===== src/rtl/serial_sub.sv =====
// serial_sub: multi-cycle subtractor computing {bout, d} = a - b - bin over
// WIDTH bits, resolving BITS_PER_CYCLE bits per clock through a chain of
// full-subtractor cells. The borrow between slices is kept in a register.
//
// Ports:
//   clk    rising-edge clock
//   rst_n  asynchronous active-low reset
//   start  request, accepted only in IDLE or DONE
//   a, b   minuend / subtrahend, sampled on the accepted start
//   bin    borrow-in, sampled on the accepted start
//   busy   high while the subtraction is running
//   done   one-cycle pulse when d/bout become valid
//   d      difference, held until the next accepted start
//   bout   final borrow-out, held like d
//   ovf    two's-complement overflow (only with SERIAL_SUB_OVF_EN defined)
//
// Optional feature macro: SERIAL_SUB_OVF_EN adds the ovf output.
module serial_sub #(
  parameter int unsigned WIDTH          = 8,
  parameter int unsigned BITS_PER_CYCLE = 1
) (
  input  logic             clk,
  input  logic             rst_n,
  input  logic             start,
  input  logic [WIDTH-1:0] a,
  input  logic [WIDTH-1:0] b,
  input  logic             bin,
  output logic             busy,
  output logic             done,
  output logic [WIDTH-1:0] d,
`ifdef SERIAL_SUB_OVF_EN
  output logic             bout,
  output logic             ovf
`else
  output logic             bout
`endif
);

  localparam int unsigned BPC    = (BITS_PER_CYCLE == 0) ? 1 : BITS_PER_CYCLE;
  localparam int unsigned NSLICE = WIDTH / BPC;
  localparam int unsigned CW     = (NSLICE > 1) ? $clog2(NSLICE) : 1;
  localparam logic [CW-1:0] LAST = CW'(NSLICE - 1);

  // Reject configurations where the slices do not tile the operands exactly.
  if (WIDTH == 0 || BITS_PER_CYCLE == 0 || (WIDTH % BPC) != 0) begin : g_bad_cfg
    $error("serial_sub: BITS_PER_CYCLE must be nonzero and divide WIDTH");
  end

  typedef enum logic [1:0] {
    S_IDLE = 2'd0,
    S_RUN  = 2'd1,
    S_DONE = 2'd2
  } state_t;

  state_t           state;
  logic [WIDTH-1:0] a_sr;
  logic [WIDTH-1:0] b_sr;
  logic             brw;
  logic [CW-1:0]    cnt;
`ifdef SERIAL_SUB_OVF_EN
  logic             a_msb;
  logic             b_msb;
`endif

  logic [BPC-1:0]   slice_d;
  logic [BPC:0]     bchain;

  // Ripple-borrow chain across the current low slice of the shift registers.
  always_comb begin
    slice_d   = '0;
    bchain    = '0;
    bchain[0] = brw;
    for (int i = 0; i < int'(BPC); i++) begin
      slice_d[i]   = a_sr[i] ^ b_sr[i] ^ bchain[i];
      bchain[i+1]  = (~a_sr[i] & b_sr[i]) | (~(a_sr[i] ^ b_sr[i]) & bchain[i]);
    end
  end

  // Control FSM with registered outputs and the datapath registers.
  always_ff @(posedge clk or negedge rst_n) begin
    if (!rst_n) begin
      state <= S_IDLE;
      a_sr  <= '0;
      b_sr  <= '0;
      brw   <= 1'b0;
      cnt   <= '0;
      busy  <= 1'b0;
      done  <= 1'b0;
      d     <= '0;
      bout  <= 1'b0;
`ifdef SERIAL_SUB_OVF_EN
      a_msb <= 1'b0;
      b_msb <= 1'b0;
      ovf   <= 1'b0;
`endif
    end else begin
      done <= 1'b0;
      case (state)
        S_IDLE, S_DONE: begin
          busy <= 1'b0;
          if (start) begin
            a_sr  <= a;
            b_sr  <= b;
            brw   <= bin;
            cnt   <= '0;
            d     <= '0;
            bout  <= 1'b0;
            busy  <= 1'b1;
            state <= S_RUN;
`ifdef SERIAL_SUB_OVF_EN
            a_msb <= a[WIDTH-1];
            b_msb <= b[WIDTH-1];
            ovf   <= 1'b0;
`endif
          end else begin
            state <= S_IDLE;
          end
        end
        S_RUN: begin
          d[int'(cnt)*int'(BPC) +: BPC] <= slice_d;
          brw  <= bchain[BPC];
          a_sr <= a_sr >> BPC;
          b_sr <= b_sr >> BPC;
          if (cnt == LAST) begin
            cnt   <= '0;
            busy  <= 1'b0;
            done  <= 1'b1;
            bout  <= bchain[BPC];
            state <= S_DONE;
`ifdef SERIAL_SUB_OVF_EN
            // Last slice carries the result MSB.
            ovf <= (a_msb ^ b_msb) & (slice_d[BPC-1] ^ a_msb);
`endif
          end else begin
            cnt <= cnt + CW'(1);
          end
        end
        default: begin
          busy  <= 1'b0;
          state <= S_IDLE;
        end
      endcase
    end
  end

endmodule


===== config.mk =====
export PLATFORM = sky130hd
export DESIGN_NAME = serial_sub
export DESIGN_NICKNAME = d
export VERILOG_FILES = /design/src/rtl/serial_sub.sv
export SDC_FILE = /design/constraint.sdc
export NUM_CORES = 1
export LEC_CHECK = 0
export ABC_AREA = 1
export ABC_CLOCK_PERIOD_IN_PS = 4100
export CORE_MARGIN = 2
export CORE_UTILIZATION = 50
export CTS_BUF_LIST = sky130_fd_sc_hd__clkbuf_2 sky130_fd_sc_hd__clkbuf_4 sky130_fd_sc_hd__clkbuf_8
export CTS_CLUSTER_DIAMETER = 40
export DETAILED_ROUTE_END_ITERATION = 12
export PLACE_DENSITY = 0.78
export SETUP_SLACK_MARGIN = 0.4
export SKIP_CTS_REPAIR_TIMING = 1
export SYNTH_ARGS = -nofsm -noshare
export SYNTH_HDL_FRONTEND = slang
export SYNTH_SLANG_ARGS = --single-unit

===== constraint.sdc =====
create_clock -name clk -period 4.1 [get_ports clk]
set_input_delay 0.82 -clock clk [delete_from_list [all_inputs] [get_ports clk]]
set_output_delay 0.82 -clock clk [all_outputs]
set_load 0.03 [all_outputs]

== Word level (Yosys, flattened, before mapping) ==
Cells that the tools add are included.
Word-level totals
  logic and storage cells: 53
  input port bits: 20
  output and inout port bits: 11
  bits in registers: 33
Operators by class
  add/subtract/negate cells: 2
  reduce and logical (&&, ||, !) cells: 5
  eq/ne operators: 5
  bitwise operators: 7
  multiplexer cells: 23
  shift-type cells: 2
Operators with widths (count)
  8-bit one-hot mux with 2 select lines: 3
  3-bit negation with 33-bit output: 1
  1-bit by 33-bit variable shift with 8-bit output, first input constant: 1
  1-bit by 33-bit variable part select with 8-bit output: 1
  8-bit two-way mux: 3
  8-bit bitwise mux: 1
  1-bit two-way mux: 8
  3-bit two-way mux: 2
  1-bit one-hot mux with 2 select lines: 3
  3-bit one-hot mux with 2 select lines: 1
  2-bit != test, second input constant: 2
  2-bit one-hot mux with 2 select lines: 1
  3-bit by 1-bit adder with 3-bit output, second input constant: 1
  3-bit equality test, second input constant: 1
  3-bit AND reduction: 1
  1-bit AND: 2
  2-bit by 1-bit equality test with 1-bit output, second input constant: 1
  2-bit equality test, second input constant: 1
  2-bit logical NOT: 1
  2-bit two-way mux: 1
  1-bit inverter: 2
  2-bit AND reduction: 1
  2-bit nonzero test: 1
  2-bit OR reduction: 1
  2 further kinds: 3

== Logic depth before layout (Yosys ltp) ==
Gate-level depths: netlist (run 1).
  word-level depth: 6
  mapped depth: 10

== Worst setup path before layout (run 1) ==
OpenSTA, ideal clock, no wires.
  kind: register -> register
  start: register cnt[0]
  end: register d[0]
  arrival: 1.490 ns
  setup time: 0.122 ns
  slack: 2.488 ns
  required time: 3.978 ns
  buffers on the path: 1
  stages on the path, launching flop included: 11
  cell sequence: dfrtp_1 > inv_2 > ha_1 > ha_1 > buf_2 > inv_1 > nand3_1 > nor2_1 > nand2_1 > nand3_1 > o21ai_1
Between the ends
  word-level cells in the longest chain between the ends: 4
  elaborated cells between the ends (all ways): 5
RTL lines
  from (decl): RTL line 59  | logic [CW-1:0] cnt;
  from (signal assigned): RTL line 135  | cnt <= cnt + CW'(1);
  3-bit negation with 33-bit output *: RTL line 120  | d[int'(cnt)*int'(BPC) +: BPC] <= slice_d;
  1-bit by 33-bit variable part select with 8-bit output / 1-bit by 33-bit variable shift with 8-bit output (equally long branches): RTL line 120
  8-bit bitwise mux *: RTL line 120
  8-bit one-hot mux with 2 select lines *: RTL line 98  | case (state)
  to (signal, indexed assignment): RTL line 120
  to (decl): RTL line 30  | output logic [WIDTH-1:0] d,
Mark *: on every way between the ends. The rest lies on a longest branch, timed or not.
A chain may end at the register's enable or synchronous reset.

== Worst setup path in the final report (run 1) ==
  start: register d[0]
  end: output port d[0]
No word-level cell between the ends.

==> flow_summary_export.csv, run 1 <==
group,metric,value,unit
status,status,"finished, final reports clean",
route,vias,1365,
placement,hpwl,2190,um
sta,finalCritPeriodShare,53.7,%
sta,rsz0062_at_grt,"false",
floorplanning,core.rowCount,21,
yosys,synth_edf_count,0,
final_layout,num-nets-final,249,
yosys,synth_commonest_cells,"nand2_1 (38), dfrtp_1 (33), inv_1 (24)",
sta,hold_viol_final,0,
global_routing,grt-busiest-layer,"met2",
sta,min_period,2.20,ns
final_layout,synthToLayoutAreaGrowth,19.7,%
clock_network,clock_tree.root_cell,"clkbuf_4",
min_path,worstHoldPathType,"flip-flop to flip-flop",
global_routing,grtUsageMet1,23.5,%
global_routing,grt_max_degree,38,
global_routing,grt_pass1_wl,5790,um
clock_network,clk_latency,0.34,ns
setup_path,cp.required,3.28,ns
setup_path,arrival,1.38,ns
route,drcViolationCount,0,
global_routing,grt-ovfl-total,0,
yosys,synth.avg_cell_area,8.73,um^2
setup_path,path_delay_family,"buffers and inverters",
floorplanning,core_area,3310,um^2
sta,max_slew_margin,72.6,%
clock_network,clk_pin_slew,0.10,ns
route,viasPerCell,5.06,
route,wirelength,3300,um
sta,tightest_slew,0.409,ns
setup_path,critPathLaunchType,"flip-flop",
yosys,yosysSeqAreaShare,48.5,%
yosys,netlist_top_cells_area,"dfrtp_1 (48%), nand2_1 (8.4%), inv_1 (5.3%)",
yosys,async_reset_ff_share,100,%
yosys,ys.flop_type,"dfrtp_1",
setup_path,path_cells,"clkdlybuf4s50_1",
floorplanning,die_w,62.4,um
yosys,ys_ff_latch,33,
sta,clock.fmax,0.454,GHz
clock_network,cts_tree,"built",
clock_network,htreeDepth,2,
final_layout,drive_gt1_share,8.93,%
yosys,synth_top_area_share,48.5,%
sta,clock_skew,0.00442,ns
power,leakage,0.935,nW
floorplanning,die-area,3890,um^2
yosys,synthCells,195,
floorplanning,pin_count,31,
global_routing,antenna_found_initial,0,
final_layout,fillers,323,
setup_path,endpoint_kind,"output port",
global_routing,grt_pass1_vias,1354,
global_routing,use_met2,30.3,%
route,ant_nets,0,
power,p_per_area,811,nW/um^2
yosys,synth_warnings,0,
final_layout,fin_util,61.6,%
placement,gp_congestion,0.812,
floorplanning,dieHeight,62.4,um
sta,worst_hold_slack,0.485,ns
sta,setup_tns,0,ns
clock_network,clock_path_buffers,2,
sta,finalSetupViolCount,0,
setup_path,worst-path-buf-inv,1,
setup_path,cp_max_fo,2,
placement,placed_area,1980,um^2
setup_path,cp_slowest_stage_delay,0.67,ns
setup_path,critPathKind,"flip-flop to output port",
yosys,syn_area,1700,um^2
yosys,yosysUniqueCellTypes,23,
clock_network,cts_made_buffers,5,
global_routing,grt_use_met3,6.16,%
yosys,synth_top_area_cell,"dfrtp_1",
yosys,synth.most_common_cell,"nand2_1",
yosys,synth_nets,220,
setup_path,slowest_stage,"clkdlybuf4s50_1",
final_layout,diodes,0,
route,drtIter0Drc,88,
global_routing,track_usage,19.2,%
power,ir_drop,451,uV
final_layout,final_area,2040,um^2
sta,final-max-slew-violation-count,0,
clock_network,cts.sinks,33,
power,total_power,0.00165,W
floorplanning,initial_core_util,51.4,%
route,first_pass_iters,4,
route,routedWlPerCell,12.2,um
job,maxCapViolCount,0,
placement,portBuffers,30,
## routing by layer
metal	share of wire, %	vias up	wire length [um]
met4	2.9	0	95
met3	4.6	10	152
met5	0	-	0
met1	47	629	1550
li1	-	699	-
met2	45	27	1500
## cell type report
cell class	instances	area, um^2	area share (%)
Clock buffer	7	58.8	2.89
Inverter	27	104	5.10
Multi-Input combinational cell	126	684	33.6
Sequential cell	33	826	40.5
Tap cell	46	57.6	2.82
Timing Repair Buffer	31	308	15.1
## layout by cell type, fill, tap and decap left out
master / Yosys / layout
a21oi_1: 1 / 1
a21oi_2: 1 / 1
buf_4: 0 / 1
clkbuf_4: 0 / 6
clkbuf_8: 0 / 1
clkdlybuf4s50_1: 0 / 30
dfrtp_1: 33 / 33
fa_1: 1 / 1
ha_1: 4 / 4
inv_1: 24 / 24
inv_2: 2 / 2
inv_4: 1 / 1
nand2_1: 38 / 38
nand2_2: 1 / 1
nand2_4: 2 / 2
nand3_1: 11 / 11
nand4_1: 6 / 6
nor2_1: 18 / 18
nor2_4: 2 / 2
nor3_1: 5 / 5
o211ai_1: 6 / 6
o211ai_2: 3 / 3
o21ai_0: 14 / 14
o21ai_1: 10 / 10
o22ai_1: 3 / 3
## worst paths after layout
check,to,depth (start not counted),start,slack [ns]
min reg2reg,busy,2,busy,0.49
max reg2reg,d[0],9,cnt[0],2.31
min,busy,2,busy,0.49
max in group asynchronous,cnt[2],2,rst_n,2.93
min in group asynchronous,a_sr[3],2,rst_n,0.87
max,d[0],1,d[0],1.90
## worst min-delay path, stage by stage (launching register included)
cell and delay [ns]:
dfrtp_1 0.36, nand2_1 0.05, nand2_1 0.05
## power by group
group / internal (W) / switching, W
Clock: 0.0000875 / 0.000110
Sequential: 0.000476 / 0.0000677
Combinational: 0.000310 / 0.000603
## sequential cells by signal (all words and copies together), names as in the netlist, 2 cells and up
signal	count
a_sr	8
b_sr	8
cnt	3
d	8
state	2
## cells by family after synthesis
| family | Yosys count | share of synthesized area [%] |
|---|---|---|
| flip-flops | 33 | 48.5 |
| AND/OR/NAND/NOR | 83 | 22.3 |
| adder cells (fa/ha/maj) | 5 | 4.11 |
| AO/OA/AOI/OAI | 38 | 13.8 |
| buffers and inverters | 36 | 11.3 |
## through the flow
stage	worst slack, ns	std cells
floorplan	2.49	195
global placement	1.88	263
detailed placement	1.84	263
CTS	1.89	270
global route	1.84	270
finish	1.90	270
(Power assumes the default switching activity.)
==> run 2, diff against run 1 <==
--- a/config.mk
+++ b/config.mk
@@ -6,7 +6,7 @@
 export NUM_CORES = 1
 export LEC_CHECK = 0
 export ABC_AREA = 1
-export ABC_CLOCK_PERIOD_IN_PS = 4100
+export ABC_CLOCK_PERIOD_IN_PS = 2200
 export CORE_MARGIN = 2
 export CORE_UTILIZATION = 50
 export CTS_BUF_LIST = sky130_fd_sc_hd__clkbuf_2 sky130_fd_sc_hd__clkbuf_4 sky130_fd_sc_hd__clkbuf_8
==> constraint.sdc (replaced) <==
create_clock -name clk -period 2.2 [get_ports clk]
set_input_delay 0.44 -clock clk [delete_from_list [all_inputs] [get_ports clk]]
set_output_delay 0.44 -clock clk [all_outputs]
set_load 0.03 [all_outputs]
==> flow_summary_export.csv, run 2 (same netlist as run 1, synthesis figures left out) <==
group,metric,value,unit
route,drcViolationCount,0,
global_routing,grt_pass1_wl,5750,um
sta,final-max-slew-violation-count,0,
power,ir_drop,924,uV
power,p_sw,0.00144,W
power,clkPwrFrac,10.9,%
setup_path,critPathKind,"flip-flop to flip-flop",
setup_path,critPathLaunchType,"flip-flop",
clock_network,cts.sinks,33,
final_layout,synthToLayoutAreaGrowth,21.2,%
setup_path,endpoint_kind,"flip-flop",
final_layout,final_cell_mix,"nand2_1 (38), dfrtp_1 (33), inv_1 (23)",
clock_network,clock_path_buffers,2,
sta,max_slew_margin,72.6,%
sta,finalSetupViolCount,0,
power,swShare,47.4,%
sta,finalCritPeriodShare,75.6,%
global_routing,track_usage,18.7,%
route,viasPerCell,5.00,
status,status,"finished, final reports clean",
placement,portBuffers,30,
floorplanning,initial_core_util,51.4,%
global_routing,grt-ovfl-total,0,
route,routedWlPerCell,11.7,um
clock_network,cts_made_buffers,5,
sta,tightest_slew,0.407,ns
final_layout,final_cells,271,
power,leakage,1.12,nW
floorplanning,dieHeight,62.4,um
sta,clock.fmax,0.601,GHz
clock_network,htreeDepth,2,
route,ant_nets,0,
placement,gp_congestion,0.812,
clock_network,clock_tree.root_cell,"clkbuf_4",
power,combPwrFrac,55.8,%
power,p_per_area,1470,nW/um^2
power,cellInternalPower,0.00159,W
power,p_seq_share,33.2,%
floorplanning,pin_count,31,
clock_network,clk_pin_slew,0.10,ns
sta,min_period,1.66,ns
setup_path,cp.required,2.46,ns
route,vias,1355,
clock_network,clk_latency,0.33,ns
clock_network,cts_tree,"built",
floorplanning,die-area,3890,um^2
route,wirelength,3170,um
global_routing,antenna_found_initial,0,
setup_path,cp_slowest_stage_delay,0.51,ns
route,first_pass_iters,4,
final_layout,diodes,0,
sta,rsz0062_at_grt,"true",
floorplanning,core.rowCount,21,
sta,hold_viol_final,0,
setup_path,cp_max_fo,4,
placement,hpwl,2190,um
route,drtIter0Drc,70,
setup_path,arrival,1.92,ns
floorplanning,die_w,62.4,um
setup_path,path_delay_family,"simple AND/OR/NAND/NOR gates",
placement,dp_cells,263,
setup_path,slowest_stage,"fa_1",
final_layout,top_regs,"a_sr (8), b_sr (8), d (8)",
setup_path,path_cells,"fa_1, nor3_1, nand3_1, o21ai_1",
floorplanning,core_area,3310,um^2
final_layout,fin_util,62.4,%
min_path,worstHoldPathType,"flip-flop to flip-flop",
global_routing,grt_pass1_vias,1340,
job,maxCapViolCount,0,
sta,setup_tns,0,ns
final_layout,num-nets-final,249,
final_layout,drive_gt1_share,10.2,%
global_routing,grt_max_degree,38,
sta,clock_skew,0.00909,ns
power,total_power,0.00303,W
final_layout,final_common_cell,"nand2_1",
setup_path,worst-path-buf-inv,0,
[run 2: worst reg2reg max path: stages, from the launching register on]
cell     delay [ns]
dfrtp_1        0.41
fa_1           0.51
nor3_1         0.39
nand3_1        0.14
o21ai_1        0.15
[run 2: layout make-up]
| class | count | area, um^2 |
|---|---|---|
| clock inverter | 2 | 10.0 |
| sequential | 33 | 826 |
| inverter | 27 | 104 |
| tap | 46 | 57.6 |
| clock buffer | 6 | 45.0 |
| fill | 306 | 1250 |
| multi-input combinational | 126 | 687 |
| timing repair buffer | 31 | 335 |
[run 2: metrics by stage]
stage / instance area (um^2) / setup WS, ns / hold slack (ns)
floorplan: 1700 / 0.588 / 0.144
global placement: 1980 / 0.354 / 0.468
detailed placement: 1980 / 0.295 / 0.461
CTS: 2030 / 0.377 / 0.489
global route: 2060 / 0.402 / 0.519
finish: 2060 / 0.536 / 0.480
[run 2: worst paths after layout]
kind / depth (start not counted) / endpoint / start / slack (ns)
worst min register to register: 2 / busy / busy / 0.48
worst max register to register: 4 / d[5] / b_sr[0] / 0.54
worst max-delay path: 4 / d[5] / b_sr[0] / 0.54
worst min-delay path: 2 / busy / busy / 0.48
max in group asynchronous: 2 / a_sr[4] / rst_n / 1.40
min in group asynchronous: 2 / b_sr[1] / rst_n / 0.50
[run 2: layer usage]
metal,GRT usage (%),wire length (um),vias to the layer above
li1,-,-,696
met1,23.0,1510,620
met2,31.0,1440,31
met3,3.80,129,8
met4,10.0,86,0
met5,0,0,-
[run 2: power by group through the flow]
stage / clock, W / sequential, W / combinational (W)
2_1_floorplan: 0 / 0.00116 / 0.00127
6_report: 0.000332 / 0.00101 / 0.00169
5_1_grt: 0.000363 / 0.00105 / 0.00193
3_3_place_gp: 0 / 0.00102 / 0.00166
4_1_cts: 0.000340 / 0.00101 / 0.00170
3_5_place_dp: 0 / 0.00103 / 0.00169
==> run 3, diff against run 2 <==
--- a/config.mk
+++ b/config.mk
@@ -6,13 +6,13 @@
 export NUM_CORES = 1
 export LEC_CHECK = 0
 export ABC_AREA = 1
-export ABC_CLOCK_PERIOD_IN_PS = 2200
+export ABC_CLOCK_PERIOD_IN_PS = 1400
 export CORE_MARGIN = 2
-export CORE_UTILIZATION = 50
+export CORE_UTILIZATION = 49
 export CTS_BUF_LIST = sky130_fd_sc_hd__clkbuf_2 sky130_fd_sc_hd__clkbuf_4 sky130_fd_sc_hd__clkbuf_8
 export CTS_CLUSTER_DIAMETER = 40
 export DETAILED_ROUTE_END_ITERATION = 12
-export PLACE_DENSITY = 0.78
+export PLACE_DENSITY = 0.79
 export SETUP_SLACK_MARGIN = 0.4
 export SKIP_CTS_REPAIR_TIMING = 1
 export SYNTH_ARGS = -nofsm -noshare
==> constraint.sdc (replaced) <==
create_clock -name clk -period 1.4 [get_ports clk]
set_input_delay 0.28 -clock clk [delete_from_list [all_inputs] [get_ports clk]]
set_output_delay 0.28 -clock clk [all_outputs]
set_load 0.03 [all_outputs]
==> flow_summary_export.csv, run 3 (same netlist as run 1, synthesis figures left out) <==
group,metric,value,unit
final_layout,top_regs,"a_sr (8), b_sr (8), d (8)",
setup_path,arrival,1.82,ns
power,clkPwrFrac,7.9,%
power,swShare,45.6,%
route,vias,1574,
sta,min_period,1.53,ns
final_layout,final_cell_mix,"dfrtp_1 (32), nand2_1 (30), buf_4 (20)",
setup_path,cp_max_fo,3,
global_routing,grt_pass1_wl,6380,um
placement,placed_area,2190,um^2
route,routedWlPerCell,14.5,um
sta,setup_tns,-0.457,ns
clock_network,cts.sinks,33,
status,violations,"setup timing",
floorplanning,core.rowCount,21,
floorplanning,die-area,3960,um^2
sta,finalSetupViolCount,8,
route,viasPerCell,5.19,
clock_network,clock_path_buffers,2,
sta,clock_skew,0.0132,ns
floorplanning,pin_count,31,
final_layout,final_common_cell,"dfrtp_1",
clock_network,clock_tree.root_cell,"clkbuf_4",
power,leakage,1.18,nW
power,cellInternalPower,0.00380,W
setup_path,path_delay_family,"simple AND/OR/NAND/NOR gates",
floorplanning,initial_core_util,51.0,%
setup_path,worst_r2r_startpoint,"b_sr[0]",
global_routing,track_usage,20.7,%
final_layout,drive_gt1_share,40.1,%
power,p_per_area,2690,nW/um^2
route,ant_nets,0,
power,combPwrFrac,68.5,%
clock_network,clk_latency,0.35,ns
final_layout,fin_util,77.8,%
final_layout,diodes,0,
min_path,worstHoldPathType,"input port to async pin",
clock_network,cts_tree,"built",
setup_path,cp_slowest_stage_delay,0.52,ns
global_routing,grt_pass1_vias,1470,
setup_path,endpoint_kind,"flip-flop",
final_layout,final_area,2600,um^2
placement,place_ws,-0.124,ns
floorplanning,core_area,3340,um^2
global_routing,grt-ovfl-total,0,
sta,rsz0062_at_grt,"true",
final_layout,fillers,209,
clock_network,cts_made_buffers,5,
setup_path,slowest_stage,"fa_2",
floorplanning,die_w,63.0,um
power,p_seq_share,23.6,%
clock_network,htreeDepth,2,
sta,finalCritPeriodShare,110,%
route,drtIter0Drc,119,
clock_network,clk_pin_slew,0.11,ns
setup_path,worst-path-buf-inv,0,
power,p_sw,0.00319,W
power,ir_drop,1760,uV
setup_path,cp.required,1.69,ns
final_layout,num-nets-final,281,
setup_path,critPathLaunchType,"flip-flop",
sta,tightest_slew,0.268,ns
job,maxCapViolCount,0,
status,status,"finished, violations left",
sta,clock.fmax,0.652,GHz
setup_path,startpoint,"b_sr[0]",
placement,portBuffers,30,
route,drcViolationCount,0,
sta,worst_hold_slack,0.277,ns
route,first_pass_iters,5,
route,wirelength,4400,um
setup_path,critPathKind,"flip-flop to flip-flop",
placement,gp_congestion,0.808,
final_layout,synthToLayoutAreaGrowth,52.5,%
setup_path,path_cells,"fa_2, nor2_2, nand2_1, nor2_2, nand4_1, nand2_1",
floorplanning,dieHeight,63.0,um
sta,hold_viol_final,0,
sta,fin_ws,-0.133,ns
placement,hpwl,2500,um
global_routing,grt_max_degree,38,
global_routing,antenna_found_initial,0,
sta,final-max-slew-violation-count,0,
sta,max_slew_margin,82.1,%
## run 3: final timing paths
check	to	slack [ns]	cells after the start
min in group clk	b_sr[7]	0.46	3
hold / removal	a_sr[7]	0.28	2
setup reg to reg	d[6]	-0.13	6
hold reg to reg	busy	0.50	2
setup / recovery	d[6]	-0.13	6
max in group asynchronous	state[0]	0.91	2
## run 3: power by group through the flow
stage	sequential [W]	combinational (W)	clock, W
finish	0.00165	0.00479	0.000550
global route	0.00170	0.00515	0.000590
CTS	0.00159	0.00348	0.000543
detailed placement	0.00161	0.00347	0
global placement	0.00160	0.00339	0
floorplan	0.00182	0.00230	0
## run 3: final cells by class
cell class	count	area, um^2	share of cell area (%)
multi-input combinational	126	855	32.9
sequential	33	827	31.9
timing repair buffer	62	662	25.5
inverter	27	124	4.77
tap	46	57.6	2.22
clock buffer	6	45.0	1.73
timing repair inverter	1	16.3	0.627
clock inverter	2	10.0	0.386
## run 3: per-stage QoR
| step | power (W) | instances |
|---|---|---|
| finish | 0.00699 | 303 |
| global route | 0.00745 | 303 |
| CTS | 0.00561 | 286 |
| detailed placement | 0.00508 | 278 |
| global placement | 0.00499 | 278 |
| floorplan | 0.00412 | 195 |
## run 3: metal layers
metal / routed length [um] / up-vias / share of wire [%] / GRT usage, %
met4: 77 / 0 / 1.7 / 9.17
met3: 227 / 7 / 5.2 / 6.13
met5: 0 / - / 0 / 0
met1: 1810 / 753 / 41 / 25.1
li1: - / 760 / - / -
met2: 2280 / 54 / 52 / 33.9
